### src/rtl/pll_sup_pkg.sv
// pll_sup_pkg: shared types and helpers for the PLL lock supervisor.
//   pll_sup_state_e  per-channel supervisor FSM states
//   pll_cfg_t        {ok, icpsel, lpfres} loop settings for one factor
//   pll_cfg_lookup() multiplication factor -> loop settings (ok=0 if unsupported)
//   cnt_w()          width of a counter that must hold 0..max_val
//   max3()           largest of three ints, for shared counter sizing
package pll_sup_pkg;

  typedef enum logic [2:0] {
    ST_IDLE,
    ST_RESET,
    ST_WAIT_LOCK,
    ST_EN_WAIT,
    ST_RUN,
    ST_LOST,
    ST_FAIL
  } pll_sup_state_e;

  typedef struct packed {
    logic       ok;
    logic [5:0] icpsel;
    logic [2:0] lpfres;
  } pll_cfg_t;

  // Supported feedback multiplication factors; anything else leaves ok=0.
  function automatic pll_cfg_t pll_cfg_lookup(input int multi_fac);
    pll_cfg_t cfg;
    case (multi_fac)
      8:       cfg = '{1'b1, 6'h0A, 3'd5};
      12:      cfg = '{1'b1, 6'h0F, 3'd4};
      16:      cfg = '{1'b1, 6'h14, 3'd4};
      24:      cfg = '{1'b1, 6'h1C, 3'd3};
      32:      cfg = '{1'b1, 6'h24, 3'd2};
      48:      cfg = '{1'b1, 6'h30, 3'd1};
      default: cfg = '{1'b0, 6'h00, 3'd0};
    endcase
    return cfg;
  endfunction

  function automatic int cnt_w(input int max_val);
    return (max_val < 1) ? 1 : $clog2(max_val + 1);
  endfunction

  function automatic int max3(input int a, input int b, input int c);
    int m;
    m = (a > b) ? a : b;
    return (m > c) ? m : c;
  endfunction

endpackage

### src/rtl/pll_sup_chan.sv
// pll_sup_chan: supervisor for one PLL: lock synchroniser, reset/lock/enable
// sequencing, timeout with bounded retry and filtered loss-of-lock recovery.
//   init_clk, reset  supervisor clock, synchronous active-high reset
//   pll_lock         raw asynchronous PLL lock
//   restart          single-cycle restart request
//   enable           permission to leave IDLE (upstream locked in a cascade)
//   kill             an upstream channel is leaving lock: fall back to IDLE
//   pll_rst, enclk, lock, fail  registered channel outputs
//   drop             combinational: this channel leaves EN_WAIT/RUN this cycle
module pll_sup_chan
  import pll_sup_pkg::*;
#(
  parameter int RST_CYC          = 50,
  parameter int LOCK_TIMEOUT_CYC = 50000,
  parameter int STABLE_CYC       = 256,
  parameter int LOSS_FILT_CYC    = 4,
  parameter int EN_DELAY_CYC     = 16,
  parameter int MAX_RETRY        = 3
) (
  input  logic init_clk,
  input  logic reset,
  input  logic pll_lock,
  input  logic restart,
  input  logic enable,
  input  logic kill,
  output logic pll_rst,
  output logic enclk,
  output logic lock,
  output logic fail,
  output logic drop
);

  // One timer is shared by RESET, WAIT_LOCK and EN_WAIT; they never overlap.
  localparam int TW = cnt_w(max3(RST_CYC, LOCK_TIMEOUT_CYC, EN_DELAY_CYC));
  localparam int SW = cnt_w(STABLE_CYC);
  localparam int LW = cnt_w(LOSS_FILT_CYC);
  localparam int RW = cnt_w(MAX_RETRY);

  pll_sup_state_e state;
  logic [1:0]     sync_q;
  logic           synced;
  logic [TW-1:0]  timer, timer_nxt;
  logic [SW-1:0]  stable_cnt, stable_nxt;
  logic [LW-1:0]  loss_cnt, loss_nxt;
  logic [RW-1:0]  retry, retry_nxt;
  logic           stable_hit, timeout_hit, loss_hit;

  assign synced = sync_q[1];

  // NOTE: every combinational output is given a default first, so no path
  // through the block leaves a value unassigned and no latch is inferred.
  always_comb begin
    timer_nxt  = (timer == '1) ? timer : timer + 1'b1;
    stable_nxt = '0;
    if (synced) stable_nxt = (stable_cnt == '1) ? stable_cnt : stable_cnt + 1'b1;
    loss_nxt   = '0;
    if (!synced) loss_nxt = (loss_cnt == '1) ? loss_cnt : loss_cnt + 1'b1;
    retry_nxt  = retry + 1'b1;

    stable_hit  = (state == ST_WAIT_LOCK) && (stable_nxt == SW'(STABLE_CYC));
    timeout_hit = (state == ST_WAIT_LOCK) && (timer_nxt == TW'(LOCK_TIMEOUT_CYC));
    loss_hit    = (state == ST_RUN) && (loss_nxt == LW'(LOSS_FILT_CYC));
    drop        = ((state == ST_EN_WAIT) || (state == ST_RUN)) && (restart || loss_hit);
  end

  // NOTE: all sequential state uses non-blocking assignments, so every flop
  // in this block sees pre-edge values regardless of statement order.
  always_ff @(posedge init_clk) begin
    if (reset) begin
      // NOTE: reset is synchronous and clears the synchroniser too, so a
      // stale lock level cannot leak into the first decisions after reset.
      sync_q     <= '0;
      state      <= ST_IDLE;
      timer      <= '0;
      stable_cnt <= '0;
      loss_cnt   <= '0;
      retry      <= '0;
      pll_rst    <= 1'b1;
      enclk      <= 1'b0;
      lock       <= 1'b0;
      fail       <= 1'b0;
    end else begin
      sync_q <= {sync_q[0], pll_lock};
      if (kill) begin
        // Upstream lost lock: hold this PLL in reset until it relocks.
        state   <= ST_IDLE;
        timer   <= '0;
        retry   <= '0;
        pll_rst <= 1'b1;
        enclk   <= 1'b0;
        lock    <= 1'b0;
        fail    <= 1'b0;
      end else if (restart) begin
        // Restart outranks timeout and loss evaluated in the same cycle.
        state   <= ST_RESET;
        timer   <= '0;
        retry   <= '0;
        pll_rst <= 1'b1;
        enclk   <= 1'b0;
        lock    <= 1'b0;
        fail    <= 1'b0;
      end else begin
        case (state)
          ST_IDLE: begin
            pll_rst <= 1'b1;
            if (enable) begin
              state <= ST_RESET;
              timer <= '0;
            end
          end
          ST_RESET: begin
            if (timer_nxt == TW'(RST_CYC)) begin
              state      <= ST_WAIT_LOCK;
              pll_rst    <= 1'b0;
              timer      <= '0;
              stable_cnt <= '0;
            end else begin
              timer <= timer_nxt;
            end
          end
          ST_WAIT_LOCK: begin
            stable_cnt <= stable_nxt;
            timer      <= timer_nxt;
            // Stable-reach is tested first so it wins over a same-cycle timeout.
            if (stable_hit) begin
              state <= ST_EN_WAIT;
              lock  <= 1'b1;
              timer <= '0;
            end else if (timeout_hit) begin
              pll_rst <= 1'b1;
              timer   <= '0;
              if (retry_nxt == RW'(MAX_RETRY)) begin
                state <= ST_FAIL;
                fail  <= 1'b1;
              end else begin
                state <= ST_RESET;
                retry <= retry_nxt;
              end
            end
          end
          ST_EN_WAIT: begin
            if (timer_nxt == TW'(EN_DELAY_CYC)) begin
              state    <= ST_RUN;
              enclk    <= 1'b1;
              loss_cnt <= '0;
            end else begin
              timer <= timer_nxt;
            end
          end
          ST_RUN: begin
            loss_cnt <= loss_nxt;
            if (loss_hit) begin
              state <= ST_LOST;
              lock  <= 1'b0;
              enclk <= 1'b0;
            end
          end
          ST_LOST: begin
            // A loss is not a failed attempt, so the retry budget refills.
            state   <= ST_RESET;
            pll_rst <= 1'b1;
            timer   <= '0;
            retry   <= '0;
          end
          ST_FAIL: begin
            pll_rst <= 1'b1;
            fail    <= 1'b1;
          end
          default: state <= ST_IDLE;
        endcase
      end
    end
  end

endmodule

### src/rtl/pll_lock_supervisor.sv
// pll_lock_supervisor: reset/lock supervisor for up to four PLLs on init_clk.
//   init_clk, reset  supervisor clock, synchronous active-high reset
//   pll_lock         raw PLL lock outputs (asynchronous), one per channel
//   restart          single-cycle per-channel restart request
//   pll_rst, enclk   PLL reset and clock-output enable, per channel
//   lock, fail       qualified lock and retries-exhausted, per channel
//   all_lock         registered AND of lock
//   icpsel, lpfres   constant loop settings for MULTI_FAC, per channel
module pll_lock_supervisor
  import pll_sup_pkg::*;
#(
  parameter int NUM_PLL          = 2,
  parameter int CASCADE          = 0,
  parameter int MULTI_FAC        = 24,
  parameter int RST_CYC          = 50,
  parameter int LOCK_TIMEOUT_CYC = 50000,
  parameter int STABLE_CYC       = 256,
  parameter int LOSS_FILT_CYC    = 4,
  parameter int EN_DELAY_CYC     = 16,
  parameter int MAX_RETRY        = 3
) (
  input  logic                 init_clk,
  input  logic                 reset,
  input  logic [NUM_PLL-1:0]   pll_lock,
  input  logic [NUM_PLL-1:0]   restart,
  output logic [NUM_PLL-1:0]   pll_rst,
  output logic [NUM_PLL-1:0]   enclk,
  output logic [NUM_PLL-1:0]   lock,
  output logic                 all_lock,
  output logic [NUM_PLL-1:0]   fail,
  output logic [6*NUM_PLL-1:0] icpsel,
  output logic [3*NUM_PLL-1:0] lpfres
);

  localparam pll_cfg_t CFG = pll_cfg_lookup(MULTI_FAC);

  if (!CFG.ok) begin : g_bad_fac
    $error("pll_lock_supervisor: unsupported MULTI_FAC %0d", MULTI_FAC);
  end
  if ((NUM_PLL < 1) || (NUM_PLL > 4)) begin : g_bad_num
    $error("pll_lock_supervisor: NUM_PLL %0d outside 1..4", NUM_PLL);
  end

  logic [NUM_PLL-1:0] drop, kill, enable;

  for (genvar i = 0; i < NUM_PLL; i++) begin : g_chan
    if ((CASCADE != 0) && (i > 0)) begin : g_casc
      // Any upstream channel leaving lock knocks out every channel after it.
      assign kill[i]   = |drop[i-1:0];
      assign enable[i] = lock[i-1] && !kill[i];
    end else begin : g_free
      assign kill[i]   = 1'b0;
      assign enable[i] = 1'b1;
    end

    pll_sup_chan #(
      .RST_CYC          (RST_CYC),
      .LOCK_TIMEOUT_CYC (LOCK_TIMEOUT_CYC),
      .STABLE_CYC       (STABLE_CYC),
      .LOSS_FILT_CYC    (LOSS_FILT_CYC),
      .EN_DELAY_CYC     (EN_DELAY_CYC),
      .MAX_RETRY        (MAX_RETRY)
    ) u_chan (
      .init_clk (init_clk),
      .reset    (reset),
      .pll_lock (pll_lock[i]),
      .restart  (restart[i]),
      .enable   (enable[i]),
      .kill     (kill[i]),
      .pll_rst  (pll_rst[i]),
      .enclk    (enclk[i]),
      .lock     (lock[i]),
      .fail     (fail[i]),
      .drop     (drop[i])
    );

    assign icpsel[6*i +: 6] = CFG.icpsel;
    assign lpfres[3*i +: 3] = CFG.lpfres;
  end

  always_ff @(posedge init_clk) begin
    if (reset) all_lock <= 1'b0;
    else       all_lock <= &lock;
  end

endmodule

### config.mk
export PLATFORM = sky130hd
export DESIGN_NAME = pll_lock_supervisor
export DESIGN_NICKNAME = d
export VERILOG_FILES = /design/src/rtl/pll_sup_pkg.sv /design/src/rtl/pll_sup_chan.sv /design/src/rtl/pll_lock_supervisor.sv
export SDC_FILE = /design/constraint.sdc
export NUM_CORES = 1
export LEC_CHECK = 0
export CAP_MARGIN = 20
export CORE_MARGIN = 10
export CORE_UTILIZATION = 65
export DETAILED_ROUTE_END_ITERATION = 10
export DONT_BUFFER_PORTS = 1
export GPL_TIMING_DRIVEN = 0
export PLACE_DENSITY = 0.81
export SLEW_MARGIN = 20
export SYNTH_ARGS = -nofsm -noshare
export SYNTH_HDL_FRONTEND = slang
export SYNTH_SLANG_ARGS = --single-unit
export TNS_END_PERCENT = 30
### constraint.sdc
create_clock -name init_clk -period 5 [get_ports init_clk]
set_clock_uncertainty 0.15 [all_clocks]
set_input_delay 0.25 -clock init_clk [delete_from_list [all_inputs] [get_ports init_clk]]
set_output_delay 0.25 -clock init_clk [all_outputs]
set_load 0.05 [all_outputs]
# --- Word-level counts from Yosys, hierarchy flattened ---
# Index checks and enable logic that the tools add are counted.
classes:
  add_sub_neg: 8
  reduce_logical: 49
  eq_ne: 60
  n_mux: 78
  n_bitwise: 4
op_table:
  columns: ["op", "n"]
  rows:
  - ["$mux 16", 10]
  - ["$pmux 16 s4", 2]
  - ["$eq 16x16->1 const B", 4]
  - ["$mux 3", 18]
  - ["$mux 9", 6]
  - ["$eq 9x9->1 const B", 4]
  - ["$pmux 3 s6", 2]
  - ["$pmux 9 s2", 2]
  - ["$add 16x1->16 const B", 2]
  - ["$eq 16x5->1 const B", 2]
  - ["$eq 16x6->1 const B", 2]
  - ["$eq 3x3->1 const B", 10]
  - ["$ne 2x2->1 const B", 12]
  - ["$reduce_and 3->1", 8]
  - ["$reduce_and 4->1", 6]
  - ["$mux 1", 20]
  - ["$reduce_and 5->1", 4]
  - ["$reduce_bool 2->1", 10]
  - ["$add 9x1->9 const B", 2]
  - ["$ne 2x1->1 const B", 8]
  - ["$eq 3x2->1 const B", 4]
  - ["$mux 2", 6]
  - ["$ne 3x2->1 const B", 4]
  - ["$pmux 1 s2", 6]
  - ["other kinds (18)", 45]
word_totals:
  reg_bits: 79
  out_inout_bits: 27
  input_bits: 6

# --- Logic depth before layout (Yosys ltp) ---
# Gate-level depths: netlist of the first run.
logic_depth:
  word_depth: 8
  mapped_depth: 13
  depth_no_buf: 10

# --- Hierarchy ---
# A second synthesis of the first run with hierarchy kept.
unflattened:
  cells_unflattened: 800
  hier_area_um2: 6063.3
by_module_without_submodules:
  columns: ["mod", "area_per_inst_um2", "seq_area_each_um2", "n_inst", "cells_each"]
  rows:
  - ["pll_sup_chan (g_chan[1].u_chan)", 2955.3, 780.7, 1, 387]
  - ["pll_sup_chan (g_chan[0].u_chan)", 2936.6, 780.7, 1, 391]
  - ["pll_lock_supervisor", 171.4, 20.0, 1, 22]

# --- Worst setup path before layout of the first run ---
# OpenSTA, ideal clock, no wires.
synth_path:
  path_type: "register -> register"
  start: "reg g_chan[0].u_chan.timer[0]"
  end: "reg g_chan[0].u_chan.timer[3]"
  arrival_time_ns: 3.454
  n_path_buf: 2
  slack_ns: 1.269
  path_stages_with_launch: 13
  setup_time_ns: 0.128
  path_cell_list: "dfxtp_1 ha_1 clkbuf_1 nand4_1 nor4_1 mux2_2 or4_1 nor4_1 o221a_2 buf_2 o21ai_0 a22oi_1 nor2_1"
synth_via:
  elab_chain_len: 7
  word_cells_on_any_way: 14
  classes_between: "add/sub (1); eq/ne (5); mux (6); reduce/logical (2)"
synth_rtl:
  columns: ["element", "line", "source"]
  rows:
  - ["start, declared", "pll_sup_chan.sv:42", "logic [TW-1:0] timer, timer_nxt;"]
  - ["start signal, assigned", "pll_sup_chan.sv:118", "timer <= timer_nxt;"]
  - ["start signal, assigned", "pll_sup_chan.sv:123", "timer <= timer_nxt;"]
  - ["start signal, assigned", "pll_sup_chan.sv:147", "timer <= timer_nxt;"]
  - ["$add 16x1->16 or $eq 16x16->1 (tied branches)", "pll_sup_chan.sv:53", "timer_nxt = (timer == '1) ? timer : timer + 1'b1;"]
  - ["$mux 16 *", "pll_sup_chan.sv:53", null]
  - ["$eq 16x16->1", "pll_sup_chan.sv:61", "timeout_hit = (state == ST_WAIT_LOCK) && (timer_nxt == TW'(LOCK_TIMEOUT_CYC));"]
  - ["$logic_and 1x1->1", "pll_sup_chan.sv:61", null]
  - ["$mux 16", "pll_sup_chan.sv:129", "end else if (timeout_hit) begin"]
  - ["$mux 16", "pll_sup_chan.sv:125", "if (stable_hit) begin"]
  - ["$pmux 16 s4", "pll_sup_chan.sv:103", "case (state)"]
# Mark *: on every way between the ends. The rest lies on a longest branch, timed or not. The select of a mux whose other input is x is not followed.
# A chain may end at the register's enable or synchronous reset.

# --- Worst setup path after layout of the first run ---
layout_path:
  start: "reg g_chan[0].u_chan.timer[0]"
  end: "reg g_chan[0].u_chan.timer[9]"
# Same word-level chain as after synthesis.

==> run metrics, run 1 <==
CTS tree=built; largest net degree at the start of global routing=14; I/O Pins=33; post-synthesis compound-gate area fraction=0.269; antenna fix cells=0; setup_tns=0 ps; predominant post-synthesis flop cell=dfxtp_1; Critical Path Sink Type=flop; cell count after synthesis=743; xor/xnor cell area share of the yosys netlist=0.0256; main combinational cell family by area after synthesis=simple AND/OR/NAND/NOR gates; Finished Layout Cells=884; worst reg2reg path endpoint=g_chan[0].u_chan.timer[9]; Mean Syn Cell Area=7.36 sq um; residual antenna-violating net count after detailed routing=0; final worst path period need=4780 ps; delay of the slowest critical-path stage=620 ps; capture point of the worst path=g_chan[0].u_chan.timer[9]; clock sinks=79; Worst Path Class, Setup=flop to flop; Post-CTS Setup Inserts=0; number of buffers and inverters on the critical path=2; standby leakage power=2.06 nW; post-layout net count=789; area share of and/or/nand/nor cells after synthesis=0.302; global-route congestion overflow total=0; Fmax=0.209 GHz; worst-case headroom to the max-slew limit=0.373; detailed placer's ending HPWL=10500 um; post-synthesis sequential area ratio=0.289; most common cell type on the critical path=nor4_1; largest voltage drop on the vdd net=0.000167 V; Worst-Skew Late Latency=370 ps; origin of the worst setup path=g_chan[0].u_chan.timer[0]; detail-routed net length per standard cell=16.5 um; first-pass iteration count of the detailed router=5; row cnt=33; cell family contributing the most delay on the critical path=simple AND/OR/NAND/NOR gates; worst-path maximum fanout=10; H-tree levels=3; number of cells upsized or downsized after cts=0; via count of the first global-routing pass=5233; clock-pin slew reported for the worst setup and hold paths after clock tree synthesis=80 ps; total power per unit cell area=216 mW/mm^2; cell area after synthesis=0.00547 sq mm; reg2reg path depth=12; most frequent standard cell in the layout excluding fill and tap cells=nor2_1; routability congestion estimate from global placement=0.982; data arrival at the endpoint of the critical path=4880 ps; count of routing violations after the opening detailed-route iteration=380; path category of the worst min-delay check=primary input to flop; number of buffers added to fix hold violations after cts=4; number of gates on the worst path with buffers counted=12; Die Span Y=112 um; Critical Path, Cell by Cell=ha_1 -> clkbuf_1 -> nand4_1 -> nor4_1 -> mux2_2 -> or4_1 -> nor4_1 -> o221a_2 -> buf_2 -> o21ai_0 -> a22oi_1 -> nor2_1; number of slew-limit violations in the final report=0; total routed wirelength=14600 um; slowest cell on the critical path=or4_1; DRC=0; mean number of vias per cell=6.47; first-pass GRT wire length=24700 um; clock root buffer master=clkbuf_8; Post-synth EDFFs=0; die boundary width=112 um; launch instance of the worst register-to-register path=g_chan[0].u_chan.timer[0]; final core occ=0.719; most used cells in the layout excluding fill and tap cells=nor2_1, dfxtp_1, nand2_1; setup repair after global routing missed its margin=false; Async S/R FF share, synth=0; maximum root-to-sink buffer count=2; Port Buffer Count=0; status=finished clean; Post-Place Cells=864; number of distinct library cells after synthesis=73; actual transition at the worst max-transition pin=932 ps; core region area=0.00822 sq mm; number of clock buffers inserted by TritonCTS=9; number of hold violations in the final report=0; total track usage=0.227; Req. time, crit path=5090 ps; Synth Area in Adders=0.0206; kind of launch point of the worst setup path=flop; layout cell share with drive strength beyond 1=0.0963; final setup vio count=0; Initial Utilization=0.666; initial antenna violation count=0; FF+latch count, synth=79; synth warn=0; post-route clock period utilization=0.957; DIE AREA=0.0125 sq mm; via count=5722; total power=1.28 mW; post-synthesis mux area share=0.00938; Area growth, synth to finish=7.96%; Maximum Capacitance Violations=0; reg-to-reg slack, setup=220 ps
-- power breakdown --
group	leakage, nW	switching (mW)	internal, mW	total, mW
clock network	0.0997	0.253	0.245	0.498
logic	1.32	0.0965	0.0411	0.138
registers	0.639	0.00697	0.635	0.642
-- metal layers --
metal / up-vias / share of wire / routed length, um / global-route usage
met1: 2636 / 0.42 / 6200 / 0.288
met4: 0 / 0.020 / 296 / 0.0720
met2: 279 / 0.46 / 6770 / 0.372
li1: 2775 / - / - / -
met3: 32 / 0.094 / 1370 / 0.0510
met5: - / 0 / 0 / 0
-- worst min-delay path by stage --
stage | from | end | cells after the start
final | restart[1] | g_chan[1].u_chan.stable_cnt[6] | 2
after global routing | restart[1] | g_chan[1].u_chan.stable_cnt[6] | 2
after CTS | restart[1] | g_chan[1].u_chan.stable_cnt[6] | 2
after detailed placement | pll_lock[0] | g_chan[0].u_chan.sync_q[0] | 1
after global placement | pll_lock[0] | g_chan[0].u_chan.sync_q[0] | 1
after floorplan | pll_lock[0] | g_chan[0].u_chan.sync_q[0] | 1
-- worst register-to-register path: stages, from the launching register on --
cell	delay (ps)
dfxtp_1	510
ha_1	210
clkbuf_1	300
nand4_1	250
nor4_1	560
mux2_2	400
or4_1	620
nor4_1	580
o221a_2	440
buf_2	290
o21ai_0	120
a22oi_1	180
nor2_1	60
-- through the flow --
stage / setup slack (ps) / area, sq um / hold WS, ps
after floorplan: 1270 / 5530 / 228
after global placement: 553 / 5660 / 233
after detailed placement: 508 / 5660 / 237
after CTS: 447 / 5900 / 30.9
after global routing: 51.6 / 5910 / 80.7
final: 216 / 5910 / 37.2
-- logic make-up (layout without fill, tap and decap cells) --
logic type,after synthesis,in the layout
other,2,18
AND/OR/NAND/NOR,325,325
adder cells (fa/ha/maj),9,9
multiplexers,5,5
XOR/XNOR,16,16
buffers and inverters,91,111
flip-flops,79,79
AO/OA/AOI/OAI,216,216
-- state kept, by name, summed over array words and instances, names as in the netlist, 2 cells and up --
name	flops
g_chan.u_chan.state	6
g_chan.u_chan.timer	32
g_chan.u_chan.fail	2
g_chan.u_chan.stable_cnt	18
g_chan.u_chan.pll_rst	2
g_chan.u_chan.loss_cnt	6
g_chan.u_chan.sync_q	4
g_chan.u_chan.retry	4
g_chan.u_chan.enclk	2
g_chan.u_chan.lock	2
-- cell usage after synthesis (10+ instances only) --
cell type  count  area share
nor3_1        32       0.029
nand2_1       68       0.047
nor2_1        81       0.056
buf_4         26       0.036
a21oi_1       54       0.049
or3_1         14       0.016
nor4_1        20       0.023
inv_1         24       0.016
dfxtp_1       79        0.29
nand4_1       18       0.021
and3_1        10       0.011
nand2b_1      11       0.013
nand3_1       23       0.021
buf_2         10      0.0091
a22oi_1       11       0.015
xnor2_1       12       0.019
o21ai_0       41       0.038
nor2b_1       12       0.014
a31oi_1       18       0.021
clkbuf_1      29       0.020
-- area by class of cell --
| cell class | count | area (sq um) |
|---|---|---|
| Multi-Input combinational cell | 589 | 3500 |
| Clock buffer | 11 | 141 |
| Buffer | 66 | 359 |
| Clock inverter | 5 | 56.3 |
| Fill cell | 687 | 2310 |
| Timing Repair Buffer | 4 | 40.0 |
| Inverter | 25 | 93.8 |
| Tap cell | 105 | 131 |
| Sequential cell | 79 | 1580 |
Power figures use the tool's default switching activity.
==> run 2: changes to the inputs <==
CTS_CLUSTER_SIZE = 40   (was unset)
HOLD_SLACK_MARGIN = 0.1   (was unset)
clock period = 5.25 ns   (was 5 ns; I/O delays follow)
==> run 2 against run 1 <==
Final cell count stayed put. Total power down 4.9%. Wire length is 0.50% lower. Maximum frequency grew 2.3%. Sequential share of layout area unchanged. Clock power decreased by 5.0%. Global-route usage about the same. Core utilization did not move. Via count is 0.30% higher. Cell area unchanged. Largest cell class unchanged. Highest routed layer unchanged.
==> run metrics, run 2 (synthesis gave the netlist of run 1 again) <==
status=finished clean (unchanged); placement-stage worst setup slack=758 ps (was 508 ps); setup_tns=0 ps (unchanged); most frequent standard cell in the layout excluding fill and tap cells=nor2_1 (unchanged); DIE AREA=0.0125 sq mm (unchanged); Critical Path Sink Type=flop (unchanged); number of buffers added to fix hold violations after cts=4 (unchanged); number of clock buffers inserted by TritonCTS=9 (unchanged); Fmax=0.214 GHz (was 0.209 GHz); antenna fix cells=0 (unchanged); total power=1.22 mW (was 1.28 mW); worst-path maximum fanout=10 (unchanged); most common cell type on the critical path=nor4_1 (unchanged); residual antenna-violating net count after detailed routing=0 (unchanged); cell family contributing the most delay on the critical path=simple AND/OR/NAND/NOR gates (unchanged); clock sinks=79 (unchanged); detail-routed net length per standard cell=16.5 um (about the same); layout cell share with drive strength beyond 1=0.0963 (unchanged); Finished Layout Cells=884 (unchanged); data arrival at the endpoint of the critical path=4760 ps (was 4880 ps); global-route congestion overflow total=0 (unchanged); Maximum Capacitance Violations=0 (unchanged); core region area=0.00822 sq mm (unchanged); I/O Pins=33 (unchanged); largest registers ranked by flip-flop count=g_chan.u_chan.timer: 32 flops, g_chan.u_chan.stable_cnt: 18 flops (unchanged); Worst-Skew Late Latency=370 ps (about the same); count of routing violations after the opening detailed-route iteration=397 (was 380); first-pass GRT wire length=24600 um (was 24700 um); post-layout net count=789 (unchanged); via count of the first global-routing pass=5239 (was 5233); maximum root-to-sink buffer count=2 (unchanged); Critical Path, Cell by Cell=ha_1 -> clkbuf_1 -> nand4_1 -> nor4_1 -> mux2_2 -> or4_1 -> nor4_1 -> o221a_2 -> buf_2 -> o21ai_0 -> a22oi_1 -> nor2_1 (unchanged); register with the most flip-flops=g_chan.u_chan.timer (unchanged); number of hold violations in the final report=0 (unchanged); detailed placer's ending HPWL=10500 um (unchanged); clock-pin slew reported for the worst setup and hold paths after clock tree synthesis=90 ps (was 80 ps); largest net degree at the start of global routing=14 (unchanged); kind of launch point of the worst setup path=flop (unchanged); Worst Path Class, Setup=flop to flop (unchanged); DRC=0 (unchanged); final setup vio count=0 (unchanged); path category of the worst min-delay check=primary input to flop (unchanged); delay of the slowest critical-path stage=610 ps (was 620 ps); number of buffers and inverters on the critical path=2 (unchanged); CTS tree=built (unchanged); filler cell count=687 (unchanged); post-route clock period utilization=0.891 (was 0.957); die boundary width=112 um (unchanged); Post-CTS Setup Inserts=0 (unchanged); max reg flops=32 (unchanged); worst-case headroom to the max-slew limit=0.340 (was 0.373); Die Span Y=112 um (unchanged); Req. time, crit path=5340 ps (was 5090 ps); standby leakage power=2.06 nW (unchanged); Post-Place Cells=864 (unchanged); min setup slack post-route=573 ps (was 216 ps); total track usage=0.226 (was 0.227); Area growth, synth to finish=7.96% (unchanged); total routed wirelength=14600 um (about the same); final worst path period need=4680 ps (was 4780 ps); first-pass iteration count of the detailed router=5 (unchanged); number of cells upsized or downsized after cts=0 (unchanged); mean number of vias per cell=6.49 (was 6.47); Initial Utilization=0.666 (unchanged); total power per unit cell area=206 mW/mm^2 (was 216 mW/mm^2); via count=5739 (was 5722); largest voltage drop on the vdd net=0.000157 V (was 0.000167 V); routability congestion estimate from global placement=0.982 (unchanged); Port Buffer Count=0 (unchanged); H-tree levels=3 (unchanged); setup repair after global routing missed its margin=false (unchanged); number of slew-limit violations in the final report=0 (unchanged); slowest cell on the critical path=or4_1 (unchanged); clock root buffer master=clkbuf_8 (unchanged); most used cells in the layout excluding fill and tap cells=nor2_1, dfxtp_1, nand2_1 (unchanged); actual transition at the worst max-transition pin=981 ps (was 932 ps); initial antenna violation count=0 (unchanged); row cnt=33 (unchanged)
run 2: power breakdown:
group | internal (mW) | total, mW | leakage [nW] | switching (mW)
logic | 0.0392 | 0.131 | 1.32 | 0.0919
clock network | 0.233 | 0.473 | 0.0997 | 0.240
registers | 0.605 | 0.611 | 0.639 | 0.00661
run 2: cell type report:
| class | count | area [sq um] | area share |
|---|---|---|---|
| multi-input combinational | 589 | 3500 | 0.593 |
| sequential | 79 | 1580 | 0.268 |
| buffer | 66 | 359 | 0.0608 |
| clock buffer | 11 | 141 | 0.0239 |
| tap | 105 | 131 | 0.0222 |
| inverter | 25 | 93.8 | 0.0159 |
| clock inverter | 5 | 56.3 | 0.00953 |
| timing repair buffer | 4 | 40.0 | 0.00678 |
run 2: metrics by stage:
step	hold slack (ps)	util	area, sq um
4_1_cts	109	0.718	5900
3_3_place_gp	246	0.689	5660
3_5_place_dp	250	0.689	5660
5_1_grt	151	0.719	5910
6_report	135	0.719	5910
2_1_floorplan	241	-	5530
run 2: layer usage:
metal  wire length [um]  vias to the layer above  track usage
met5                  0                        -            0
met4                284                        0       0.0720
met3               1170                       35       0.0494
met2               6780                      241        0.372
met1               6320                     2683        0.288
li1                   -                     2780            -
run 2: worst reg2reg max path, cell delays in order (launching register included):
cell	delay [ps]
dfxtp_1	500
ha_1	200
clkbuf_1	300
nand4_1	260
nor4_1	540
mux2_2	400
or4_1	610
nor4_1	540
o221a_2	430
buf_2	280
o21ai_0	130
a22oi_1	170
nor2_1	50
run 2: final timing paths:
kind                                            startpoint                         end  slack, ps  depth (start not counted)
worst max-delay path             g_chan[0].u_chan.timer[0]   g_chan[0].u_chan.timer[3]        570                         12
worst min-delay path                                 reset  g_chan[0].u_chan.sync_q[1]        140                          2
worst min register to register  g_chan[1].u_chan.sync_q[0]  g_chan[1].u_chan.sync_q[1]        300                          1
worst max register to register   g_chan[0].u_chan.timer[0]   g_chan[0].u_chan.timer[3]        570                         12
